[config.mk]
export PLATFORM = sky130hd
export DESIGN_NAME = display_fb_arbiter_flat
export DESIGN_NICKNAME = d
export VERILOG_FILES = /design/src/rtl/display_fb_arbiter_if.sv /design/src/rtl/display_fb_arbiter.sv /design/src/flat_wrapper.sv
export SDC_FILE = /design/constraint.sdc
export NUM_CORES = 1
export LEC_CHECK = 0
export ABC_AREA = 1
export CORE_AREA = 2 2 71 73
export CTS_BUF_LIST = sky130_fd_sc_hd__clkbuf_4
export CTS_CLUSTER_SIZE = 10
export DETAILED_ROUTE_END_ITERATION = 10
export DIE_AREA = 0 0 73 75
export DONT_BUFFER_PORTS = 1
export PLACE_DENSITY = 0.7
export SYNTH_ARGS = -nofsm -noshare
export SYNTH_HDL_FRONTEND = slang
export SYNTH_SLANG_ARGS = --single-unit
export TNS_END_PERCENT = 1
[constraint.sdc]
create_clock -name clk -period 1.1 [get_ports clk]
set_input_delay 0.11 -clock clk [delete_from_list [all_inputs] [get_ports clk]]
set_output_delay 0.11 -clock clk [all_outputs]
set_load 0.005 [all_outputs]
[src/rtl/display_fb_arbiter_if.sv]
// Bundles every requester and RAM-side signal of display_fb_arbiter.
//   d_*   : display refresh read strobe, address and returned byte
//   wr_*  : pixel writer req/ack handshake
//   clr_* : full-screen clear strobe, fill value and busy flag
//   mem_* : single-port synchronous framebuffer RAM
// slave modport: the arbiter. master modport: the requesters plus the RAM.
interface display_fb_arbiter_if #(
  parameter int unsigned PAGES   = 8,
  parameter int unsigned COLUMNS = 128,
  parameter int unsigned ADDR_W  = 10
);
  localparam int unsigned PageW = $clog2(PAGES);
  localparam int unsigned ColW  = $clog2(COLUMNS);

  logic              d_read;
  logic [PageW-1:0]  d_page_idx;
  logic [ColW-1:0]   d_column_idx;
  logic [7:0]        d_data;
  logic              d_data_ready;

  logic              wr_req;
  logic [PageW-1:0]  wr_page;
  logic [ColW-1:0]   wr_column;
  logic [7:0]        wr_byte;
  logic              wr_ack;

  logic              clr_req;
  logic [7:0]        clr_value;
  logic              clr_busy;

  logic [ADDR_W-1:0] mem_addr;
  logic              mem_we;
  logic [7:0]        mem_wdata;
  logic [7:0]        mem_rdata;

  modport slave (
    input  d_read, d_page_idx, d_column_idx,
    input  wr_req, wr_page, wr_column, wr_byte,
    input  clr_req, clr_value,
    input  mem_rdata,
    output d_data, d_data_ready, wr_ack, clr_busy,
    output mem_addr, mem_we, mem_wdata
  );

  modport master (
    output d_read, d_page_idx, d_column_idx,
    output wr_req, wr_page, wr_column, wr_byte,
    output clr_req, clr_value,
    output mem_rdata,
    input  d_data, d_data_ready, wr_ack, clr_busy,
    input  mem_addr, mem_we, mem_wdata
  );
endinterface

[src/rtl/display_fb_arbiter.sv]
// Framebuffer arbiter: owns the single-port PAGES*COLUMNS x 8 RAM and grants at most one
// access per cycle with fixed priority display read > pixel write > clear step.
// Ports:
//   clk   : system clock, rising edge
//   rst_n : asynchronous active-low reset, clears all outputs and aborts reads/clear
//   bus   : display_fb_arbiter_if.slave (display read, writer, clear, RAM signals)
// Address of a byte is {page, column}. Reads return three cycles after d_read; the RAM is
// synchronous with one cycle of read latency.
module display_fb_arbiter #(
  parameter int unsigned PAGES   = 8,
  parameter int unsigned COLUMNS = 128,
  parameter int unsigned ADDR_W  = 10
) (
  input logic                 clk,
  input logic                 rst_n,
  display_fb_arbiter_if.slave bus
);

  localparam logic [ADDR_W-1:0] LastAddr = ADDR_W'(PAGES * COLUMNS - 1);

  typedef enum logic [0:0] {StIdle, StClear} clr_state_e;

  // Read request latch
  logic              r_rd_pend;
  logic [ADDR_W-1:0] r_rd_addr;
  logic              w_rd_req;
  logic              w_rd_gnt;
  logic              w_rd_pend_next;
  logic [ADDR_W-1:0] w_rd_addr;

  // Write / clear grants
  logic              w_wr_gnt;
  logic              w_clr_gnt;
  logic [ADDR_W-1:0] w_wr_addr;

  // Clear sequencer
  clr_state_e        r_state;
  clr_state_e        w_state_next;
  logic [ADDR_W-1:0] r_clr_cnt;
  logic [ADDR_W-1:0] w_clr_cnt_next;
  logic [7:0]        r_fill;
  logic [7:0]        w_fill_next;

  // Read return pipeline and registered outputs
  logic              r_rd_v1;
  logic              r_rd_v2;
  logic [7:0]        r_d_data;
  logic              r_d_data_ready;
  logic              r_wr_ack;
  logic [ADDR_W-1:0] r_mem_addr;
  logic              r_mem_we;
  logic [7:0]        r_mem_wdata;

  // A new d_read always supersedes a latched one (last wins).
  assign w_rd_req  = bus.d_read | r_rd_pend;
  assign w_rd_addr = bus.d_read ? {bus.d_page_idx, bus.d_column_idx} : r_rd_addr;
  // Reads sit at the top of the priority order, so a pending read is always granted in
  // the cycle it is seen and the pending flag never outlives a cycle.
  assign w_rd_gnt       = w_rd_req;
  assign w_rd_pend_next = w_rd_req & ~w_rd_gnt;

  assign w_wr_addr = {bus.wr_page, bus.wr_column};
  // The r_wr_ack term stops the still-asserted request being granted twice.
  assign w_wr_gnt  = ~w_rd_gnt & bus.wr_req & ~r_wr_ack;

  always_comb begin
    w_state_next   = r_state;
    w_clr_cnt_next = r_clr_cnt;
    w_fill_next    = r_fill;
    w_clr_gnt      = 1'b0;
    unique case (r_state)
      StIdle: begin
        if (bus.clr_req) begin
          w_state_next   = StClear;
          w_clr_cnt_next = '0;
          w_fill_next    = bus.clr_value;
        end
      end
      StClear: begin
        if (bus.clr_req) begin
          // Restart: no step issued this cycle, sequence begins again at address 0.
          w_clr_cnt_next = '0;
          w_fill_next    = bus.clr_value;
        end else if (!w_rd_gnt && !w_wr_gnt) begin
          w_clr_gnt      = 1'b1;
          w_clr_cnt_next = r_clr_cnt + ADDR_W'(1);
          if (r_clr_cnt == LastAddr) begin
            w_state_next = StIdle;
          end
        end
      end
      default: begin
        w_state_next = StIdle;
      end
    endcase
  end

  always_ff @(posedge clk or negedge rst_n) begin
    if (!rst_n) begin
      r_state   <= StIdle;
      r_clr_cnt <= '0;
      r_fill    <= '0;
    end else begin
      r_state   <= w_state_next;
      r_clr_cnt <= w_clr_cnt_next;
      r_fill    <= w_fill_next;
    end
  end

  always_ff @(posedge clk or negedge rst_n) begin
    if (!rst_n) begin
      r_rd_pend      <= 1'b0;
      r_rd_addr      <= '0;
      r_rd_v1        <= 1'b0;
      r_rd_v2        <= 1'b0;
      r_d_data       <= '0;
      r_d_data_ready <= 1'b0;
      r_wr_ack       <= 1'b0;
      r_mem_addr     <= '0;
      r_mem_we       <= 1'b0;
      r_mem_wdata    <= '0;
    end else begin
      r_rd_pend      <= w_rd_pend_next;
      r_rd_addr      <= w_rd_addr;
      // v1: address on the RAM bus, v2: RAM output valid, then the byte is registered out.
      r_rd_v1        <= w_rd_gnt;
      r_rd_v2        <= r_rd_v1;
      r_d_data_ready <= r_rd_v2;
      if (r_rd_v2) begin
        r_d_data <= bus.mem_rdata;
      end
      r_wr_ack <= w_wr_gnt;
      r_mem_we <= w_wr_gnt | w_clr_gnt;
      if (w_rd_gnt) begin
        r_mem_addr <= w_rd_addr;
      end else if (w_wr_gnt) begin
        r_mem_addr  <= w_wr_addr;
        r_mem_wdata <= bus.wr_byte;
      end else if (w_clr_gnt) begin
        r_mem_addr  <= r_clr_cnt;
        r_mem_wdata <= r_fill;
      end
    end
  end

  assign bus.d_data       = r_d_data;
  assign bus.d_data_ready = r_d_data_ready;
  assign bus.wr_ack       = r_wr_ack;
  assign bus.clr_busy     = (r_state == StClear);
  assign bus.mem_addr     = r_mem_addr;
  assign bus.mem_we       = r_mem_we;
  assign bus.mem_wdata    = r_mem_wdata;

endmodule
[src/flat_wrapper.sv]
// flat-port wrapper written by rule: the top's interface ports become plain ports
module display_fb_arbiter_flat 
#(
  parameter int unsigned PAGES   = 8,
  parameter int unsigned COLUMNS = 128,
  parameter int unsigned ADDR_W  = 10
)
  (clk, rst_n, bus_d_read, bus_d_page_idx, bus_d_column_idx, bus_wr_req, bus_wr_page, bus_wr_column, bus_wr_byte, bus_clr_req, bus_clr_value, bus_mem_rdata, bus_d_data, bus_d_data_ready, bus_wr_ack, bus_clr_busy, bus_mem_addr, bus_mem_we, bus_mem_wdata);
  display_fb_arbiter_if #(.PAGES(PAGES), .COLUMNS(COLUMNS), .ADDR_W(ADDR_W)) bus_i ();
  input logic clk;
  input logic rst_n;
  input wire logic [$bits(bus_i.d_read)-1:0] bus_d_read;
  input wire logic [$bits(bus_i.d_page_idx)-1:0] bus_d_page_idx;
  input wire logic [$bits(bus_i.d_column_idx)-1:0] bus_d_column_idx;
  input wire logic [$bits(bus_i.wr_req)-1:0] bus_wr_req;
  input wire logic [$bits(bus_i.wr_page)-1:0] bus_wr_page;
  input wire logic [$bits(bus_i.wr_column)-1:0] bus_wr_column;
  input wire logic [$bits(bus_i.wr_byte)-1:0] bus_wr_byte;
  input wire logic [$bits(bus_i.clr_req)-1:0] bus_clr_req;
  input wire logic [$bits(bus_i.clr_value)-1:0] bus_clr_value;
  input wire logic [$bits(bus_i.mem_rdata)-1:0] bus_mem_rdata;
  output wire logic [$bits(bus_i.d_data)-1:0] bus_d_data;
  output wire logic [$bits(bus_i.d_data_ready)-1:0] bus_d_data_ready;
  output wire logic [$bits(bus_i.wr_ack)-1:0] bus_wr_ack;
  output wire logic [$bits(bus_i.clr_busy)-1:0] bus_clr_busy;
  output wire logic [$bits(bus_i.mem_addr)-1:0] bus_mem_addr;
  output wire logic [$bits(bus_i.mem_we)-1:0] bus_mem_we;
  output wire logic [$bits(bus_i.mem_wdata)-1:0] bus_mem_wdata;
  assign bus_i.d_read = bus_d_read;
  assign bus_i.d_page_idx = bus_d_page_idx;
  assign bus_i.d_column_idx = bus_d_column_idx;
  assign bus_i.wr_req = bus_wr_req;
  assign bus_i.wr_page = bus_wr_page;
  assign bus_i.wr_column = bus_wr_column;
  assign bus_i.wr_byte = bus_wr_byte;
  assign bus_i.clr_req = bus_clr_req;
  assign bus_i.clr_value = bus_clr_value;
  assign bus_i.mem_rdata = bus_mem_rdata;
  assign bus_d_data = bus_i.d_data;
  assign bus_d_data_ready = bus_i.d_data_ready;
  assign bus_wr_ack = bus_i.wr_ack;
  assign bus_clr_busy = bus_i.clr_busy;
  assign bus_mem_addr = bus_i.mem_addr;
  assign bus_mem_we = bus_i.mem_we;
  assign bus_mem_wdata = bus_i.mem_wdata;
  display_fb_arbiter #(.PAGES(PAGES), .COLUMNS(COLUMNS), .ADDR_W(ADDR_W)) u_core (.clk(clk), .rst_n(rst_n), .bus(bus_i));
endmodule
Yosys cells after proc, flatten, opt, wreduce, memory -nomap -nowiden
Index checks and enable logic that the tools add are counted.
{"block": "totals", "register_bits": 60}
{"block": "op_classes", "n_addsub": 1, "muxes": 19, "n_reduce_logical": 7, "bitwise": 6, "eq_ne": 3}
{"op": "$mux 10", "n": 7}
{"op": "$mux 8", "n": 3}
{"op": "$pmux 10 s2", "n": 1}
{"op": "$add 10x1->10 const B", "n": 1}
{"op": "$eq 10x10->1 const B", "n": 1}
{"op": "$mux 1", "n": 7}
{"op": "$reduce_and 2->1", "n": 2}
{"op": "$ne 3x3->1 const B", "n": 1}
{"op": "$not 1->1", "n": 3}
{"op": "$reduce_bool 3->1", "n": 1}
{"op": "$and 1x1->1", "n": 2}
{"op": "$logic_not 1->1", "n": 2}
{"op": "$ne 2x2->1 const B", "n": 1}
{"op": "$pmux 1 s2", "n": 1}
{"op": "$reduce_bool 2->1", "n": 1}
{"op": "$logic_and 1x1->1", "n": 1}
{"op": "$or 1x1->1", "n": 1}

Longest topological paths before layout
{"block": "logic_depth", "depth_word": 11, "depth_mapped": 8, "ltp_nobuf": 8}

Worst setup path before layout
Ideal clock, no wire load.
{"block": "synth_path", "kind": "register to register", "startpoint": "reg u_core.r_wr_ack (netlist: u_core.bus.wr_ack)", "endpoint": "reg u_core.r_mem_addr[4] (netlist: u_core.bus.mem_addr[4])", "t_required_ps": 1035, "path_stages_with_launch": 9, "path_slack_ps": -98, "period_less_slack_ps": 1198, "arrival_time_ps": 1133, "path_cell_list": "dfrtp_1 > inv_1 > nand2_2 > nor2_4 > buf_2 > nand2_1 > o211ai_1 > nand2_1 > nand2_1"}
{"block": "synth_via", "elab_chain_cells": 8, "elab_cells_between_ends": 10, "classes_between": "mux: 5; bitwise: 2; reduce/logical: 3"}
{"item": "start, declared", "line_no": "display_fb_arbiter.sv:49", "source": "logic r_wr_ack;"}
{"item": "start signal, assigned", "line_no": "display_fb_arbiter.sv:132", "source": "r_wr_ack <= w_wr_gnt;"}
{"item": "$not 1->1 *", "line_no": "display_fb_arbiter.sv:64", "source": "assign w_wr_gnt = ~w_rd_gnt & bus.wr_req & ~r_wr_ack;"}
{"item": "$and 1x1->1 *", "line_no": "display_fb_arbiter.sv:64"}
{"item": "$logic_not 1->1", "line_no": "display_fb_arbiter.sv:84", "source": "end else if (!w_rd_gnt && !w_wr_gnt) begin"}
{"item": "$logic_and 1x1->1", "line_no": "display_fb_arbiter.sv:84"}
{"item": "$mux 1", "line_no": "display_fb_arbiter.sv:84"}
{"item": "$mux 1", "line_no": "display_fb_arbiter.sv:80", "source": "if (bus.clr_req) begin"}
{"item": "$mux 1", "line_no": "display_fb_arbiter.sv:71", "source": "unique case (r_state)"}
{"item": "$reduce_bool 3->1 (no line)"}
{"item": "end signal, assigned", "line_no": "display_fb_arbiter.sv:135", "source": "r_mem_addr <= w_rd_addr;"}
{"item": "end signal, assigned", "line_no": "display_fb_arbiter.sv:137", "source": "r_mem_addr <= w_wr_addr;"}
{"item": "end signal, assigned", "line_no": "display_fb_arbiter.sv:140", "source": "r_mem_addr <= r_clr_cnt;"}
{"item": "end, declared", "line_no": "display_fb_arbiter.sv:50", "source": "logic [ADDR_W-1:0] r_mem_addr;"}
Every way passes the cells marked *; elsewhere a longest branch is shown, timed or not.
A chain may end at the register's enable or synchronous reset.

Worst setup path after layout
{"block": "layout_path", "startpoint": "reg u_core.r_wr_ack (netlist: u_core.bus.wr_ack)", "endpoint": "reg u_core.r_mem_addr[7] (netlist: u_core.bus.mem_addr[7])"}
Same word-level chain as after synthesis.

==> impl_metrics.json <==
{
  "timing.fmax_mhz": 779.4,
  "ctsRootBufferMaster": "clkbuf_4",
  "n_fill_cell": 356,
  "setup_tns_ps": -3635,
  "finalSetupViolCount": 27,
  "grt_pass1_vias": 1910,
  "place_ws_ps": -198.0,
  "grt_setup_unrepaired": "yes",
  "slowest_stage": "dfrtp_1",
  "htree_num_levels": 2,
  "drcViolationCount": 0,
  "period_share": 1.166,
  "hold_ws_ps": -595.5,
  "worst-slew-pin-transition_ps": 531.5,
  "critical_path.endpoint_type": "register",
  "seqCellArea_sq_um": 1254,
  "leakage_nw": 1.463,
  "path_max_fanout": 6,
  "grt_pass1_wl_microns": 8763,
  "cp.depth": 9,
  "die_h_microns": 75,
  "maxCapViolCount": 0,
  "rows": 25,
  "synth_top_area_share": 0.5501,
  "synth_edf_count": 0,
  "crit_required_ps": 1420,
  "portBuffers": 0,
  "arrival_ps": 1610,
  "ys_top_cells_by_count": "nand2_1 (104), dfrtp_1 (50), inv_1 (21), o21ai_0 (21), nand3_1 (18)",
  "skew_ps": 16.00,
  "slew_viol_final": 0,
  "cp-start-kind": "register",
  "reg2reg_slack_ps": -180,
  "ys_ff_latch": 50,
  "synthTopCellsByArea": "dfrtp_1 (55%), nand2_1 (17%), o21ai_0 (4.6%)",
  "synth_cell_types": 20,
  "cp_top_family": "flip-flops",
  "layout_setup_ws_ps": -183.0,
  "syn_to_final_growth_pct": 38.28,
  "multi_input_area_sq_um": 997.2,
  "reg2regPathDepth": 9,
  "vias": 1975,
  "yosysTopAreaCell": "dfrtp_1",
  "synth.most_common_cell": "nand2_1",
  "fin_crit_ps": 1283,
  "cts_max_path_buffers": 2,
  "switching_share": 0.2783,
  "hp-class": "in -> async",
  "cts.sinks": 50,
  "clk_pin_slew_ps": 150,
  "yosysSeqAreaShare": 0.5501,
  "layout-drive-gt1-share": 0.2212,
  "placedCellCount": 334,
  "p_comb_frac": 0.166,
  "power_density_nw_per_um2": 1129,
  "vias_per_cell": 5.143,
  "ys.warnings.count": 0,
  "antenna_found_initial": 0,
  "syn-num-nets": 317,
  "avgSynthCellArea_sq_um": 8.519,
  "slowest_delay_ps": 420,
  "relSlewSlack": 0.6457,
  "seq_power_share": 0.601,
  "coreArea_sq_um": 4661,
  "p_int_mw": 2.564,
  "cts_inserted_buffers": 5,
  "drtIter0Drc": 108,
  "place_hpwl_microns": 3604,
  "dieArea_sq_um": 5475,
  "grt_start_max_net_pins": 51,
  "syn_inst": 267,
  "clock_power_share": 0.234,
  "violations": "hold timing, setup timing",
  "first_pass_iters": 4,
  "routed_wl_microns": 5867,
  "track_usage": 0.2128,
  "synth_flop_cell": "dfrtp_1",
  "critPathKind": "reg -> reg",
  "wl_per_cell_microns": 15.28,
  "status": "finished, violations left",
  "gr-total-overflow": 0,
  "clk_latency_ps": 370,
  "finalNetCount": 380,
  "n_antenna_cell": 0,
  "synth_area_sq_um": 2275,
  "switchingPower_mw": 0.9884,
  "path_buf_inv": 3,
  "die_w_microns": 73,
  "peakVddDrop_v": 0.0007173,
  "crit_chain": "inv_2 > nand2_4 > nor2_4 > buf_12 > buf_12 > nand2_1 > o211ai_1 > nand2_1 > nand2_1",
  "stdcell_count": 384,
  "pin_count": 79,
  "cts_tree": "done",
  "final-hold-violation-count": 58,
  "ant_nets": 0,
  "gp_congestion": 0.8151,
  "start_util": 0.4881,
  "path_common_cell": "nand2_1",
  "ys_async_sr_fraction": 1.000
}
[timing repair]
action                                  CTS  global route
endpoints found under the setup margin   30            39
hold endpoints to repair                 91            62
hold buffers                             37             2
pin swaps                                 8            11
buffers inserted                          0             1
resized for setup                        13            29
gates cloned                              0             3
[flip-flops by register name, summed over array words and instances (netlist names), 8 cells and up]
signal,cells
u_core.bus.mem_addr,10
u_core.r_clr_cnt,10
u_core.bus.d_data,8
u_core.bus.mem_wdata,8
u_core.r_fill,8
[logic make-up after synthesis]
kind of cell	count (synthesis)	synth area share
AO/OA/AOI/OAI	33	0.08196
XOR/XNOR	3	0.01155
adder cells (fa/ha/maj)	1	0.005500
buffers and inverters	33	0.05720
flip-flops	50	0.5501
multiplexers	8	0.03961
AND/OR/NAND/NOR	139	0.2541
[per-stage QoR]
stage          hold slack, ps  area [sq um]    util  total power [mW]
5_1_grt                -630.2          3146  0.6749             3.736
3_5_place_dp           -184.7          2491  0.5345             2.553
2_1_floorplan          -185.6          2280       -             2.421
4_1_cts                -613.5          2960  0.6352             3.506
3_3_place_gp           -184.6          2491  0.5345             2.539
6_report               -595.5          3146  0.6749             3.552
[layer usage]
| metal | wire length (microns) | track usage |
|---|---|---|
| met1 | 2429 | 0.2612 |
| met3 | 317 | 0.05355 |
| met5 | 0 | 0 |
| met4 | 74 | 0.07613 |
| met2 | 3047 | 0.3654 |
[worst register-to-register path, cell delays in order (launching register included)]
cell and delay [ps]:
dfrtp_1 420, inv_2 70, nand2_4 70, nor2_4 130, buf_12 150, buf_12 120
nand2_1 50, o211ai_1 90, nand2_1 70, nand2_1 70
[power groups by stage]
| stage | logic [mW] | clock network (mW) | registers (mW) |
|---|---|---|---|
| after detailed placement | 0.385 | 0 | 2.17 |
| after CTS | 0.505 | 0.867 | 2.13 |
| after floorplan | 0.293 | 0 | 2.13 |
| after global placement | 0.374 | 0 | 2.17 |
| final | 0.589 | 0.830 | 2.13 |
| after global routing | 0.651 | 0.929 | 2.16 |
[final timing paths]
kind	end	start
max	u_core.bus.mem_addr[7]	u_core.bus.wr_ack
max reg2reg	u_core.bus.mem_addr[7]	u_core.bus.wr_ack
min in group clk	u_core.r_fill[6]	bus_clr_req
max in group asynchronous	u_core.r_clr_cnt[2]	rst_n
min	u_core.r_clr_cnt[6]	rst_n
min reg2reg	u_core.r_rd_v2	u_core.r_rd_v1
[layout by cell type (no fill, tap or decap), drive strengths merged, types with 2 or more instances in the layout]
cell type	count
nand2	105
dfrtp	50
dlygate4sd3	38
inv	26
buf	22
o21ai	21
nand3	19
nor2	15
mux2	8
clkbuf	8
o211ai	7
o22ai	3
a21oi	2
xor2	2
[cell type report]
cell class                      count  share of cell area
Clock buffer                        5             0.01193
Clock inverter                      2            0.004375
Inverter                           25             0.02983
Multi-Input combinational cell    184              0.3170
Sequential cell                    50              0.3986
Tap cell                           54             0.02148
Timing Repair Buffer               64              0.2168
No activity file was read; power rests on OpenSTA's default activity.
